===== src/rtl/reg_write_arbiter_if.sv =====
// Requester-side bus of the shared register write arbiter.
// The master drives requests, the slave (arbiter) returns grant/ack/data.
interface reg_write_arbiter_if #(
  parameter int WID_DATA = 32
);
  logic                    Hold;
  logic [3:0]              Req;
  logic [4*WID_DATA-1:0]   DataIn;
  logic [3:0]              Ack;
  logic [3:0]              Grant;
  logic                    Busy;
  logic [WID_DATA-1:0]     DataOut;

  modport master (
    output Hold,
    output Req,
    output DataIn,
    input  Ack,
    input  Grant,
    input  Busy,
    input  DataOut
  );

  modport slave (
    input  Hold,
    input  Req,
    input  DataIn,
    output Ack,
    output Grant,
    output Busy,
    output DataOut
  );
endinterface


===== src/rtl/reg_write_arbiter.sv =====
// Round-robin arbiter for four writers of one shared register.
// Each transaction is IDLE -> WRITE -> ACK, one cycle per state.
module reg_write_arbiter #(
  parameter int                  WID_DATA  = 32,
  parameter logic [WID_DATA-1:0] RST_VALUE = '0
) (
  input  logic                 Clock,
  input  logic                 Reset,
  reg_write_arbiter_if.slave   bus
);

  localparam logic [1:0] S_IDLE  = 2'd0;
  localparam logic [1:0] S_WRITE = 2'd1;
  localparam logic [1:0] S_ACK   = 2'd2;

  logic [1:0]          state_q, state_d;
  logic [1:0]          win_q, win_d;
  logic [1:0]          ptr_q, ptr_d;
  logic [WID_DATA-1:0] data_q, data_d;

  logic [1:0] pick;
  logic [1:0] idx;
  logic       found;

  always_comb begin
    pick  = ptr_q;
    idx   = ptr_q;
    found = 1'b0;
    for (int k = 0; k < 4; k++) begin
      idx = ptr_q + 2'(k);
      if (!found && bus.Req[idx]) begin
        found = 1'b1;
        pick  = idx;
      end
    end
  end

  always_comb begin
    state_d = state_q;
    win_d   = win_q;
    ptr_d   = ptr_q;
    data_d  = data_q;
    unique case (state_q)
      S_IDLE: begin
        if (!bus.Hold && found) begin
          win_d   = pick;
          state_d = S_WRITE;
        end
      end
      S_WRITE: begin
        data_d  = bus.DataIn[int'(win_q)*WID_DATA +: WID_DATA];
        state_d = S_ACK;
      end
      S_ACK: begin
        ptr_d   = win_q + 2'd1;
        state_d = S_IDLE;
      end
      default: state_d = S_IDLE;
    endcase
  end

  always_ff @(posedge Clock) begin
    if (!Reset) begin
      state_q <= S_IDLE;
      win_q   <= 2'd0;
      ptr_q   <= 2'd0;
      data_q  <= RST_VALUE;
    end else begin
      state_q <= state_d;
      win_q   <= win_d;
      ptr_q   <= ptr_d;
      data_q  <= data_d;
    end
  end

  // A reset arriving mid-ACK kills that cycle's pulse.
  assign bus.Ack   = (state_q == S_ACK && Reset) ?
                     (4'b0001 << win_q) : 4'b0000;
  assign bus.Grant = (state_q == S_WRITE) ?
                     (4'b0001 << win_q) : 4'b0000;
  assign bus.Busy    = (state_q == S_WRITE) ||
                       (state_q == S_ACK);
  assign bus.DataOut = data_q;

endmodule


===== src/flat_wrapper.sv =====
// flat-port wrapper written by rule: the top's interface ports become plain ports
module reg_write_arbiter_flat 
#(
  parameter int                  WID_DATA  = 32,
  parameter logic [WID_DATA-1:0] RST_VALUE = '0
)
  (Clock, Reset, bus_Hold, bus_Req, bus_DataIn, bus_Ack, bus_Grant, bus_Busy, bus_DataOut);
  reg_write_arbiter_if #(.WID_DATA(WID_DATA)) bus_i ();
  input  logic Clock;
  input  logic Reset;
  input wire logic [$bits(bus_i.Hold)-1:0] bus_Hold;
  input wire logic [$bits(bus_i.Req)-1:0] bus_Req;
  input wire logic [$bits(bus_i.DataIn)-1:0] bus_DataIn;
  output wire logic [$bits(bus_i.Ack)-1:0] bus_Ack;
  output wire logic [$bits(bus_i.Grant)-1:0] bus_Grant;
  output wire logic [$bits(bus_i.Busy)-1:0] bus_Busy;
  output wire logic [$bits(bus_i.DataOut)-1:0] bus_DataOut;
  assign bus_i.Hold = bus_Hold;
  assign bus_i.Req = bus_Req;
  assign bus_i.DataIn = bus_DataIn;
  assign bus_Ack = bus_i.Ack;
  assign bus_Grant = bus_i.Grant;
  assign bus_Busy = bus_i.Busy;
  assign bus_DataOut = bus_i.DataOut;
  reg_write_arbiter #(.WID_DATA(WID_DATA), .RST_VALUE(RST_VALUE)) u_core (.Clock(Clock), .Reset(Reset), .bus(bus_i));
endmodule

===== config.mk =====
export PLATFORM = sky130hd
export DESIGN_NAME = reg_write_arbiter_flat
export DESIGN_NICKNAME = d
export VERILOG_FILES = /design/src/rtl/reg_write_arbiter_if.sv /design/src/rtl/reg_write_arbiter.sv /design/src/flat_wrapper.sv
export SDC_FILE = /design/constraint.sdc
export NUM_CORES = 1
export LEC_CHECK = 0
export BUFFER_PORTS_ARGS = -buffer_cell sky130_fd_sc_hd__buf_4
export CAP_MARGIN = 10
export CORE_MARGIN = 4
export CORE_UTILIZATION = 45
export DETAILED_ROUTE_END_ITERATION = 7
export MAX_ROUTING_LAYER = met4
export PLACE_DENSITY_LB_ADDON = 0.12
export RECOVER_POWER = 25
export SLEW_MARGIN = 10
export SYNTH_ARGS = -nofsm -noshare
export SYNTH_HDL_FRONTEND = slang
export SYNTH_SLANG_ARGS = --single-unit

===== constraint.sdc =====
create_clock -name Clock -period 3.5 [get_ports Clock]
set_input_delay 0.175 -clock Clock [delete_from_list [all_inputs] [get_ports Clock]]
set_output_delay 0.175 -clock Clock [all_outputs]
set_load 0.02 [all_outputs]

==> flow_summary.toml, run 1 <==
[status]
status = "complete, no violations"

[floorplan]
core_mm2 = 0.00520
die_width_um = 82.2
num_rows = 26
dieHeight_um = 82.2
initial_core_util_pct = 47.6
die_area_mm2 = 0.00675
ios = 176

[global_route]
overflow = 0
grt.total_usage_pct = 20.7
grt_pass1_wl_um = 10500
grt_max_degree = 44
antenna_found_initial = 0
grt_pass1_vias = 2238

[setup_path]
cp_max_fo = 30
timing.rr.start = "u_core.win_q[0]"
critPathLaunch = "u_core.state_q[1]"
worst-r2r-setup-slack_ns = 1.56
max_stage_delay_ns = 0.77
cp-end-kind = "output port"
critPathBufInv = 2
cp.required_ns = 3.32
rr_worst_depth = 4
crit_slowest_cell = "ha_2"
crit_type = "flip-flop to output port"
endpoint = "bus_Grant[3]"
worstPathCellList = "inv_1 -> ha_2 -> and2_1 -> buf_4"
worstPathArrival_ns = 1.85
critPathTopFamily = "adder cells"
reg2reg_to = "u_core.bus.DataOut[25]"
crit_cells = 4
start_kind = "flip-flop"

[hold_path]
worst_hold_path_type = "input port to flip-flop"

[clock_tree]
cts_setup_buffers = 0
cts_root_buffer = "clkbuf_8"
path_clk_slew_ns = 0.07
cts_made_buffers = 5
cts.sink_count = 38
ctsResizeCount = 0
clk_latency_ns = 0.28
ctsHtreeMaxLevel = 2
clock_tree.buffer_depth = 2
cts-hold-fix-buffers = 0
cts_tree = "built"

[detailed_routing]
via_count = 2260
drc = 0
first_pass_iters = 4
ant_nets = 0
wire_per_inst_um = 16.3
vias_per_cell = 5.15
drt-initial-drc-count = 70
wl_um = 7170

[finish]
nets = 510
antenna_cells = 0
layout_commonest_cell = "buf_4"
layout.cells.non_filler = 439
area_growth_pct = 55.5
drive_gt1_share_pct = 53.7
final_cell_mix = "buf_4 (160), nor2b_1 (37), dfxtp_1 (37)"

[synthesis]
yosysSeqAreaShare_pct = 30.7
syn_area_per_cell_um2 = 12.5
synth_top_family_by_area = "multiplexers"
muxShareOfSynthArea_pct = 43.9
syn_inst = 198
synth.ff_latch_count = 38
ys_top_cells_by_area = "dfxtp_1 (31%), mux4_2 (25%), mux2i_1 (14%)"
synth-compound-area-share_pct = 2.83
synthSimpleGateAreaFrac_pct = 13.0
synth_fa_ha_area_share_pct = 3.54
yosysWarningCount = 0
yosysTopAreaCellShare_pct = 30.7
syn-cell-area_mm2 = 0.00248
synth.largest_area_cell = "dfxtp_1"
synth_xor_area_share_pct = 0
synth_nets = 340
synth.distinct_cells = 26

[sta]
worst_pin_slew_ns = 0.894
drv_slew = 0
rsz0062_at_grt = "no"
clock.fmax_mhz = 494
finalSetupViolCount = 0
relSlewSlack_pct = 40.4
min_period_ns = 2.02
layout_setup_ws_ns = 1.48
skew_ns = 0.00806
hold_viol = 0
timing.final.crit_share_pct = 57.8
setup_tns_ns = 0

[power_and_ir_drop]
power_density_mw_per_mm2 = 361
vdd_ir_drop_max_mv = 0.256
leakagePower_nw = 1.65

[placed_design]
hpwlAfterDp_um = 5860
dp.cells = 431
io_buffers = 175
place.gp.congestion = 0.774
preCtsSetupSlack_ns = 1.50

[run]
drv_cap = 0
[worst min-delay path by stage]
stage	startpoint	to	slack, ns	cells after the start
finish	bus_Req[1]	u_core.win_q[1]	0.21	3
floorplan	Reset	u_core.state_q[0]	0.33	1
global route	bus_Req[1]	u_core.win_q[1]	0.23	3
detailed placement	bus_Req[1]	u_core.win_q[1]	0.51	3
global placement	bus_Hold	u_core.win_q[0]	0.49	3
CTS	bus_Req[1]	u_core.win_q[1]	0.21	3
[state kept, by name, indices dropped and copies added (netlist names)]
name                count
u_core.bus.DataOut     32
u_core.state_q          2
u_core.ptr_q            2
u_core.win_q            2
[where the power goes]
group | internal, mW | total, mW | switching [mW] | leakage, nW
Sequential | 0.468 | 0.491 | 0.0227 | 0.311
Clock | 0.304 | 0.460 | 0.155 | 0.0714
Combinational | 0.256 | 0.438 | 0.183 | 1.27
Total | 1.03 | 1.39 | 0.361 | 1.65
[cell usage after synthesis]
library cell and count:
dfxtp_1 38, nor2b_1 37, mux2i_1 35, mux4_2 28, ha_1 7, o21ai_0 6
and3_1 5, clkbuf_1 5, inv_1 5, and2_1 4, mux4_1 4, buf_12 3
buf_2 3, buf_4 3, nand2_1 3, a21oi_1 2, a211o_1 1, a31oi_1 1
buf_1 1, buf_6 1, nor2_1 1, nor3_1 1, nor3b_1 1, nor4_1 1
o221ai_1 1, o22ai_1 1
[worst register-to-register path, cell delays in order, from the launching register on]
cell     delay, ns
dfxtp_2       0.60
buf_4         0.45
mux4_2        0.57
mux2i_1       0.16
nor2b_1       0.07
[routing by layer]
layer  up-vias  global-route usage (%)  routed length (um)
li1       1078                       -                   -
met1      1070                    24.3                2610
met2       106                    36.1                3790
met3         6                    5.10                 704
met4         0                    4.32                  68
met5         -                       -                   0
[stage by stage]
step | area, um2 | util [%] | total power [mW] | hold WS (ns)
floorplan | 2480 | - | 0.762 | 0.328
global route | 3850 | 74.0 | 1.45 | 0.228
finish | 3850 | 74.0 | 1.39 | 0.213
global placement | 3780 | 72.6 | 0.949 | 0.493
detailed placement | 3780 | 72.6 | 0.958 | 0.505
CTS | 3920 | 75.4 | 1.42 | 0.208
[cell type report]
type | instances | area (um2)
multi-input cells | 139 | 1570
fillers | 420 | 1350
repair buffers | 179 | 1270
flip-flops and latches | 38 | 762
well taps | 70 | 87.6
clock buffers | 6 | 82.6
clock inverters | 2 | 60.1
inverters | 5 | 18.8
[cells by family (layout without fill, tap and decap cells)]
kind of cell,Yosys count,after routing
flip-flops,38,38
adder cells (fa/ha/maj),7,7
AO/OA/AOI/OAI,12,12
multiplexers,67,67
AND/OR/NAND/NOR,53,53
buffers and inverters,21,192
(Power assumes the default switching activity.)
==> inputs of run 2 (changes only) <==
--- a/config.mk
+++ b/config.mk
@@ -5,10 +5,11 @@
 export SDC_FILE = /design/constraint.sdc
 export NUM_CORES = 1
 export LEC_CHECK = 0
+export ABC_AREA = 1
 export BUFFER_PORTS_ARGS = -buffer_cell sky130_fd_sc_hd__buf_4
 export CAP_MARGIN = 10
 export CORE_MARGIN = 4
-export CORE_UTILIZATION = 45
+export CORE_UTILIZATION = 43
 export DETAILED_ROUTE_END_ITERATION = 7
 export MAX_ROUTING_LAYER = met4
 export PLACE_DENSITY_LB_ADDON = 0.12
==> constraint.sdc (replaced) <==
create_clock -name Clock -period 2.1 [get_ports Clock]
set_input_delay 0.105 -clock Clock [delete_from_list [all_inputs] [get_ports Clock]]
set_output_delay 0.105 -clock Clock [all_outputs]
set_load 0.02 [all_outputs]
==> flow_summary.toml, run 2 <==
[status]
status = "complete, no violations"

[placed_design]
preCtsSetupSlack_ns = 0.415
hpwlAfterDp_um = 7200
io_buffers = 175
place.gp.congestion = 0.796

[power_and_ir_drop]
power_density_mw_per_mm2 = 734
power_mw = 3.02
vdd_ir_drop_max_mv = 0.373
switchingPower_mw = 1.28
p_comb_share_pct = 52.7
leakagePower_nw = 2.20
pwr-share-seq_pct = 30.5
p_clk_share_pct = 16.8
p_int_mw = 1.73
switching_share_pct = 42.5

[floorplan]
num_rows = 28
die_area_mm2 = 0.00773
ios = 176
die_width_um = 87.9
dieHeight_um = 87.9
initial_core_util_pct = 45.3
core_mm2 = 0.00606

[sta]
finalSetupViolCount = 0
rsz0062_at_grt = "no"
hold_viol = 0
relSlewSlack_pct = 64.5
clock.fmax_mhz = 527
worst_pin_slew_ns = 0.531
setup_tns_ns = 0
drv_slew = 0
timing.final.crit_share_pct = 90.4
layout_setup_ws_ns = 0.201
min_period_ns = 1.90
skew_ns = 0.00577
holdWs_ns = 0.0953

[clock_tree]
cts_made_buffers = 5
clock_tree.buffer_depth = 2
clk_latency_ns = 0.28
path_clk_slew_ns = 0.07
cts_root_buffer = "clkbuf_8"
cts_tree = "built"
cts-hold-fix-buffers = 0
cts.sink_count = 38
ctsHtreeMaxLevel = 2

[finish]
area_growth_pct = 49.8
final_cell_mix = "buf_4 (163), nor2_1 (137), o21ai_0 (89)"
antenna_cells = 0
largest_reg_flops = 32
layout_commonest_cell = "buf_4"
nets = 764
drive_gt1_share_pct = 30.8

[detailed_routing]
via_count = 3567
ant_nets = 0
wl_um = 9340
top_layer_used = "met4"
wire_per_inst_um = 13.4
drt-initial-drc-count = 129
drc = 0
first_pass_iters = 4
dr_wl_met2_um = 4790
wl_met3_um = 772
vias_per_cell = 5.11
wl_met1_um = 3610

[synthesis]
synth_nets = 606
ys_top_cells_by_area = "dfxtp_1 (28%), nor2_1 (19%), o21ai_0 (16%)"
synth_commonest_cells = "nor2_1 (137), o21ai_0 (89), inv_1 (52), dfxtp_1 (38), nand2_1 (33)"
yosysWarningCount = 0
synth.ff_latch_count = 38
synth_edf_count = 0
syn_inst = 464
synth.most_common_cell = "nor2_1"
synth.largest_area_cell = "dfxtp_1"
syn-cell-area_mm2 = 0.00275
async_reset_ff_share_pct = 0
yosysSeqAreaShare_pct = 27.7
synth.distinct_cells = 24
syn_area_per_cell_um2 = 5.92
ys.flop_type = "dfxtp_1"
yosysTopAreaCellShare_pct = 27.7

[setup_path]
crit_type = "flip-flop to output port"
start_kind = "flip-flop"
cp-end-kind = "output port"
cp_max_fo = 35
cp.required_ns = 2.00
worstPathArrival_ns = 1.79

[global_route]
overflow = 0
grt_pass1_vias = 3466
grt_pass1_wl_um = 14700
grt.total_usage_pct = 24.2
antenna_found_initial = 0
grt_max_degree = 38

[run]
drv_cap = 0

[hold_path]
worst_hold_path_type = "input port to flip-flop"
run 2: changes by cell type in the layout (fill, tap and decap cells not counted), moves of 5 or more:
cell,before,now
mux4_2,28,0
inv_1,5,50
and3_1,5,0
nor2b_1,37,0
nand3_1,0,8
o21ai_0,6,89
o22ai_1,1,32
nand2_1,3,33
mux2i_1,35,0
nand2_2,0,11
nor2_1,1,137
o21ai_1,0,10
run 2: worst max-delay path: stages, from the launching register on:
cell and delay, ns:
dfxtp_1 0.38, clkinvlp_4 0.46, ha_1 0.40, nand2_1 0.08, inv_1 0.04, buf_4 0.15
run 2: routing by layer:
| layer | global-route usage [%] | up-vias |
|---|---|---|
| li1 | - | 1810 |
| met1 | 25.9 | 1615 |
| met2 | 43.3 | 124 |
| met3 | 6.40 | 18 |
| met4 | 7.67 | 0 |
| met5 | - | - |
run 2: area by class of cell:
class	instances	area (um2)
tap	75	93.8
multi-input combinational	339	1630
clock buffer	7	86.3
clock inverter	1	5.00
fill	568	1950
timing repair buffer	183	1320
inverter	55	218
sequential	38	762
run 2: logic make-up (layout without fill, tap and decap cells):
| logic type | after synthesis | in the layout | synth area share [%] |
|---|---|---|---|
| AND/OR/NAND/NOR | 193 | 193 | 29.1 |
| flip-flops | 38 | 38 | 27.7 |
| adder cells (fa/ha/maj) | 7 | 7 | 3.19 |
| XOR/XNOR | 1 | 1 | 0.319 |
| buffers and inverters | 87 | 246 | 12.8 |
| AO/OA/AOI/OAI | 138 | 138 | 26.9 |
run 2: power by group through the flow:
stage	sequential, mW	combinational [mW]	clock (mW)
after CTS	0.920	1.64	0.522
after detailed placement	0.936	1.64	0
after floorplan	1.05	0.934	0
after global placement	0.931	1.60	0
final	0.921	1.59	0.506
after global routing	0.936	1.79	0.557
run 2: final timing paths:
| check | startpoint | end | slack [ns] | depth (start not counted) |
|---|---|---|---|---|
| worst max register to register | u_core.ptr_q[1] | u_core.win_q[0] | 0.44 | 11 |
| worst min-delay path | Reset | u_core.state_q[1] | 0.1 | 3 |
| worst min register to register | u_core.state_q[0] | u_core.state_q[0] | 0.54 | 2 |
| worst max-delay path | u_core.win_q[1] | bus_Grant[1] | 0.20 | 5 |
run 2: what timing repair did:
action                     in CTS  in global routing
resized for setup               0                  1
setup buffers                   0                  0
setup endpoints to repair       0                  4
run 2: metrics by stage:
| stage | util [%] | instances | instance area (um2) |
|---|---|---|---|
| finish | 67.9 | 698 | 4110 |
| global route | 67.9 | 698 | 4110 |
| CTS | 69.0 | 698 | 4180 |
| detailed placement | 67.5 | 690 | 4090 |
| global placement | 67.5 | 690 | 4090 |
| floorplan | - | 464 | 2750 |
